[src/rtl/bp_pkg.sv]
// Shared defaults and types for the gshare predictor and its branch target buffer.
// Latency: none (declarations only).
// Backpressure: none (declarations only).
package bp_pkg;

    localparam int DEF_HIST_BITS  = 4;
    localparam int DEF_INDEX_BITS = 6;
    localparam int DEF_CTR_BITS   = 2;

    // Widest possible tag (PC[31:2] with a 0-bit index); narrower tags sit right-justified.
    localparam int BTB_TAG_MAX = 30;

    typedef struct packed {
        logic                   valid;
        logic [BTB_TAG_MAX-1:0] tag;
        logic [31:0]            target;
    } btb_entry_t;

    // Weakly not-taken value: one below the taken threshold.
    function automatic logic [3:0] ctr_reset_val(input int ctr_bits);
        return 4'((1 << (ctr_bits - 1)) - 1);
    endfunction

endpackage

[src/rtl/branch_target_buffer.sv]
// Direct-mapped branch target buffer indexed by PC[INDEX_BITS+1:2], tagged by the upper PC bits.
// Latency: one cycle from rd_en to hit/target; writes visible to reads on the following cycle.
// Backpressure: none; one read and one write accepted every cycle.
module branch_target_buffer
    import bp_pkg::*;
#(
    parameter int INDEX_BITS = DEF_INDEX_BITS
) (
    input  logic        clk,
    input  logic        rst,
    input  logic        rd_en,
    input  logic [31:0] rd_pc,
    input  logic        wr_en,
    input  logic [31:0] wr_pc,
    input  logic [31:0] wr_target,
    output logic        hit,
    output logic [31:0] target
);

    localparam int ENTRIES = 1 << INDEX_BITS;

    btb_entry_t             entries [ENTRIES];
    logic [INDEX_BITS-1:0]  rd_idx;
    logic [INDEX_BITS-1:0]  wr_idx;
    logic [BTB_TAG_MAX-1:0] rd_tag;
    logic [BTB_TAG_MAX-1:0] wr_tag;
    btb_entry_t             rd_entry;
    logic                   rd_match;
    logic                   unused_low;

    assign rd_idx     = rd_pc[INDEX_BITS+1:2];
    assign wr_idx     = wr_pc[INDEX_BITS+1:2];
    assign rd_tag     = BTB_TAG_MAX'(rd_pc[31:INDEX_BITS+2]);
    assign wr_tag     = BTB_TAG_MAX'(wr_pc[31:INDEX_BITS+2]);
    assign rd_entry   = entries[rd_idx];
    assign rd_match   = rd_entry.valid && (rd_entry.tag == rd_tag);
    assign unused_low = ^{rd_pc[1:0], wr_pc[1:0]};

    // Storage: only valid bits are reset; tag and target are don't-care until written.
    always_ff @(posedge clk) begin
        if (rst) begin
            for (int i = 0; i < ENTRIES; i++) begin
                entries[i].valid <= 1'b0;
            end
        end else if (wr_en) begin
            entries[wr_idx] <= '{valid: 1'b1, tag: wr_tag, target: wr_target};
        end
    end

    // Registered read port; outputs hold when no read is requested, target is zero on a miss.
    always_ff @(posedge clk) begin
        if (rst) begin
            hit    <= 1'b0;
            target <= '0;
        end else if (rd_en) begin
            hit    <= rd_match;
            target <= rd_match ? rd_entry.target : 32'h0;
        end
    end

endmodule

[src/rtl/gshare_branch_predictor.sv]
// Gshare direction predictor (PC xor global history into a saturating-counter table); optional BTB under BP_BTB_EN.
// Latency: one cycle from lookup request to Prediction/PredValid; same-cycle updates bypass into the lookup.
// Backpressure: none; a lookup and an update are accepted every cycle without stalling.
module gshare_branch_predictor
    import bp_pkg::*;
#(
    parameter int HIST_BITS  = DEF_HIST_BITS,
    parameter int INDEX_BITS = DEF_INDEX_BITS,
    parameter int CTR_BITS   = DEF_CTR_BITS
) (
    input  logic                  Clock,
    input  logic                  Reset,
    input  logic                  BranchInstructExists_ID,
    input  logic [31:0]           PCNow_ID,
    input  logic                  BranchInstructExists_EX,
    input  logic                  BranchDecision_EX,
    input  logic [INDEX_BITS-1:0] PredIndex_EX,
    input  logic [31:0]           PCNow_EX,
    input  logic [31:0]           BranchTarget_EX,
    output logic                  Prediction,
    output logic                  PredValid,
    output logic [INDEX_BITS-1:0] PredIndex_ID,
    output logic [31:0]           PredTarget,
    output logic                  PredTargetValid
);

    localparam int                  ENTRIES  = 1 << INDEX_BITS;
    localparam logic [CTR_BITS-1:0] CTR_MAX  = '1;
    localparam logic [CTR_BITS-1:0] CTR_INIT = CTR_BITS'(ctr_reset_val(CTR_BITS));

    logic [CTR_BITS-1:0]   pht [ENTRIES];
    logic [HIST_BITS-1:0]  hist;
    logic [INDEX_BITS-1:0] lk_idx;
    logic [CTR_BITS-1:0]   upd_cur;
    logic [CTR_BITS-1:0]   upd_next;
    logic [CTR_BITS-1:0]   lk_ctr;

    // Lookup always uses the history as it stands before any same-cycle shift.
    assign lk_idx  = PCNow_ID[INDEX_BITS+1:2] ^ INDEX_BITS'(hist);
    assign upd_cur = pht[PredIndex_EX];

    // Saturating increment on taken, decrement on not-taken.
    always_comb begin
        upd_next = upd_cur;
        if (BranchDecision_EX) begin
            if (upd_cur != CTR_MAX) upd_next = upd_cur + 1'b1;
        end else begin
            if (upd_cur != '0) upd_next = upd_cur - 1'b1;
        end
    end

    // Write-through: a lookup hitting the entry being updated sees the new count.
    assign lk_ctr = (BranchInstructExists_EX && (PredIndex_EX == lk_idx)) ? upd_next : pht[lk_idx];

    // Pattern table and global history update on each resolved branch.
    always_ff @(posedge Clock) begin
        if (Reset) begin
            for (int i = 0; i < ENTRIES; i++) begin
                pht[i] <= CTR_INIT;
            end
            hist <= '0;
        end else if (BranchInstructExists_EX) begin
            pht[PredIndex_EX] <= upd_next;
            hist              <= HIST_BITS'({hist, BranchDecision_EX});
        end
    end

    // Registered lookup result; Prediction and PredIndex_ID hold between requests.
    always_ff @(posedge Clock) begin
        if (Reset) begin
            Prediction   <= 1'b0;
            PredValid    <= 1'b0;
            PredIndex_ID <= '0;
        end else begin
            PredValid <= BranchInstructExists_ID;
            if (BranchInstructExists_ID) begin
                Prediction   <= lk_ctr[CTR_BITS-1];
                PredIndex_ID <= lk_idx;
            end
        end
    end

`ifdef BP_BTB_EN
    branch_target_buffer #(
        .INDEX_BITS (INDEX_BITS)
    ) u_btb (
        .clk       (Clock),
        .rst       (Reset),
        .rd_en     (BranchInstructExists_ID),
        .rd_pc     (PCNow_ID),
        .wr_en     (BranchInstructExists_EX && BranchDecision_EX),
        .wr_pc     (PCNow_EX),
        .wr_target (BranchTarget_EX),
        .hit       (PredTargetValid),
        .target    (PredTarget)
    );
`else
    logic unused_btb_pins;

    assign PredTarget      = '0;
    assign PredTargetValid = 1'b0;
    assign unused_btb_pins = ^{PCNow_ID, PCNow_EX, BranchTarget_EX};
`endif

endmodule

[config.mk]
export PLATFORM = sky130hd
export DESIGN_NAME = gshare_branch_predictor
export DESIGN_NICKNAME = d
export VERILOG_FILES = /design/src/rtl/bp_pkg.sv /design/src/rtl/branch_target_buffer.sv /design/src/rtl/gshare_branch_predictor.sv
export SDC_FILE = /design/constraint.sdc
export NUM_CORES = 1
export LEC_CHECK = 0
export ABC_AREA = 0
export CORE_MARGIN = 1.5
export CORE_UTILIZATION = 57
export DETAILED_ROUTE_END_ITERATION = 8
export PLACE_DENSITY = 0.86
export SYNTH_ARGS = -nofsm -noshare
export SYNTH_HDL_FRONTEND = slang
export SYNTH_SLANG_ARGS = --single-unit
[constraint.sdc]
create_clock -name Clock -period 5.7 [get_ports Clock]
set_clock_uncertainty 0.15 [all_clocks]
set_input_delay 1.14 -clock Clock [delete_from_list [all_inputs] [get_ports Clock]]
set_output_delay 1.14 -clock Clock [all_outputs]
set_load 0.05 [all_outputs]
==> results.py <==
metrics = {
    "outcome": {
        "status": "completed",
    },
    "clock_network": {
        "ctsResizeCount": 0,
        "cts_tree": "yes",
        "h-tree-depth": 4,
        "clk_latency_ns": 0.43,
        "cts-root-buf": "clkbuf_16",
        "hold_buffers": 0,
        "post_cts_buffers": 0,
        "clk_path_buf_depth": 2,
        "numCtsBuffers": 17,
        "clk_pin_slew_worst_paths_ns": 0.06,
        "cts_sinks": 140,
    },
    "critical_path": {
        "timing.rr.start": "pht[3][1]$_SDFFCE_PN0P_",
        "ff2ff_path_depth": 9,
        "cp-start-kind": "input port",
        "ff2ff_setup_slack_ns": 2.21,
        "startpoint": "PredIndex_EX[2]",
        "cp.arrival_ns": 4.71,
        "cp_max_fo": 39,
        "r2r-end": "pht[9][1]$_SDFFCE_PN0P_",
        "crit_required_ns": 5.70,
        "cp-end-kind": "register",
        "critPathKind": "input port to register",
        "crit_path_end": "pht[9][1]$_SDFFCE_PN0P_",
    },
    "floorplanning": {
        "placementRows": 43,
        "chipHeight_um": 121,
        "core_mm2": 0.0138,
        "io_pins": 148,
        "start_util": 0.579,
        "die-width_um": 121,
        "dieArea_mm2": 0.0147,
    },
    "final_layout": {
        "syn2layout_area_growth_pct": 10.7,
        "final_nets": 831,
        "utilization": 0.640,
        "drive_above_1_share": 0.170,
        "diodes": 0,
    },
    "yosys": {
        "netlist_top_cells_count": "edfxtp_1 (128), nor2_1 (66), nand2_1 (63)",
        "syn_area_per_cell_um2": 11.1,
        "seq_area_frac_synth": 0.512,
        "yosysTopAreaCell": "edfxtp_1",
        "async_reset_ff_frac": 0,
        "synthesis.area_mm2": 0.00797,
        "ys_types": 61,
        "synth-seq-cells": 140,
        "syn_inst": 716,
        "synthFlopType": "edfxtp_1",
        "yosysMostFrequentCell": "edfxtp_1",
        "synth_top_area_share": 0.482,
        "synth_enable_flop_cells": 128,
        "synth_area_leaders": "edfxtp_1 (48%), mux4_2 (6.5%), buf_4 (3.5%), nand3_1 (3.3%), nor3_1 (3.1%)",
        "ys_warn_count": 0,
    },
    "detailed_routing": {
        "route.detailed.drc": 0,
        "routedWlPerCell_um": 23.2,
        "drtIter0Drc": 1151,
        "ant_nets": 0,
        "vias_per_cell": 6.69,
        "dr.pass1.iters": 7,
        "wirelength_mm": 21.3,
        "route.vias.total": 6133,
    },
    "sta": {
        "fin_crit_sh": 0.825,
        "worst_slew_pin_slew_ns": 1.25,
        "rsz0062_at_grt": "no",
        "fmax_ghz": 0.213,
        "setup-violations-final": 0,
        "maxSlewHeadroom": 0.166,
        "slew_violations": 0,
        "hold_viol": 0,
        "min_period_ns": 4.70,
        "fin_setup_tns_ns": 0,
    },
    "power": {
        "ir_drop_v": 0.000218,
        "p_leak_nw": 3.00,
        "powerDensity_mw_per_mm2": 313,
        "finalPower_mw": 2.76,
    },
    "global_routing": {
        "antenna_found_initial": 0,
        "gr-total-overflow": 0,
        "grt_pass1_vias": 5846,
        "grt_pass1_wl_mm": 31.9,
        "grt_max_degree": 77,
        "grt_usage": 0.299,
    },
    "placed_design": {
        "hpwlAfterDp_mm": 13.8,
        "place.gp.congestion": 0.976,
        "io_buffer_count": 24,
    },
    "flow_run": {
        "maxCapViolations": 0,
    },
    "worst_hold_path": {
        "min_from": "PredIndex_ID[3]$_SDFFE_PP0P_",
        "hold_path_class": "register to register",
    },
}
==> stage by stage <==
stage | hold slack (ns) | setup WS (ns) | std cells | cell area [µm²]
after floorplan | 0.332 | 1.94 | 748 | 8090
after global placement | 0.322 | 0.891 | 885 | 8190
after detailed placement | 0.333 | 0.754 | 885 | 8190
after CTS | 0.342 | 1.13 | 917 | 8820
after global routing | 0.359 | 0.970 | 917 | 8820
final | 0.337 | 0.998 | 917 | 8820
==> cell type report <==
type,count,area (µm²)
Inverter,4,15.0
Multi-Input combinational cell,511,3420
Clock buffer,18,439
Timing Repair Buffer,50,445
Sequential cell,140,4080
Fill cell,982,4950
Tap cell,180,225
Clock inverter,14,194
==> state kept, by name, summed over array words and instances, names as in the netlist <==
name	flops
hist	4
PredIndex_ID	6
Prediction	1
pht	128
PredValid	1
==> metal layers <==
| layer | GRT usage | vias to the layer above | part of all wire |
|---|---|---|---|
| met5 | 0 | - | 0 |
| met4 | 0.196 | 0 | 0.060 |
| met3 | 0.112 | 118 | 0.12 |
| met2 | 0.458 | 490 | 0.47 |
| met1 | 0.352 | 2911 | 0.35 |
| li1 | - | 2614 | - |
==> worst min-delay path by stage <==
stage / cells after the start / to / slack, ns
6_report: 2 / PredIndex_ID[3]$_SDFFE_PP0P_ / 0.34
5_1_grt: 2 / PredIndex_ID[3]$_SDFFE_PP0P_ / 0.36
4_1_cts: 2 / PredIndex_ID[3]$_SDFFE_PP0P_ / 0.34
3_5_place_dp: 2 / PredIndex_ID[4]$_SDFFE_PP0P_ / 0.33
3_3_place_gp: 2 / PredIndex_ID[4]$_SDFFE_PP0P_ / 0.32
2_1_floorplan: 2 / hist[3]$_SDFFE_PP0P_ / 0.33
==> worst max-delay path: stages <==
cell and delay, ns:
clkdlybuf4s50_1 0.51, buf_12 0.23, nor2b_1 0.64, a22oi_1 0.23, a41oi_1 0.28, and3_1 0.25, nand4_1 0.21, o31ai_1 0.44
a21boi_4 0.25, buf_4 0.36, nor2_1 0.14
==> cells in the final DEF, fill, tap and decap left out, types with 9 or more instances in the layout <==
master           count
edfxtp_1           128
nor2_1              66
nand2_1             63
nand3_1             52
nor3_1              50
conb_1              33
or2_2               24
buf_4               24
a21o_1              23
mux4_2              23
mux2i_1             21
clkdlybuf4s50_1     21
nand2b_1            19
clkbuf_16           17
dfxtp_1             12
a221oi_1            11
mux2_2               9
==> kinds of logic (layout without fill, tap and decap cells) <==
| family | after synthesis | after routing | share of synthesized area |
|---|---|---|---|
| adders and majority gates | 1 | 1 | 0.00141 |
| xor gates and xnor gates | 11 | 11 | 0.0130 |
| AOI/OAI and AO/OA | 94 | 94 | 0.0904 |
| muxes | 57 | 57 | 0.110 |
| DFF | 140 | 140 | 0.512 |
| buffers and inverters | 97 | 86 | 0.0773 |
| and+or+nand+nor | 315 | 315 | 0.195 |
| other | 1 | 33 | 0.000471 |
==> power by group <==
| part | internal [mW] | switching [mW] |
|---|---|---|
| Combinational | 0.130 | 0.280 |
| Sequential | 1.15 | 0.0158 |
| Clock | 0.744 | 0.449 |
| Total | 2.02 | 0.745 |
No activity file was read; power rests on OpenSTA's default activity.
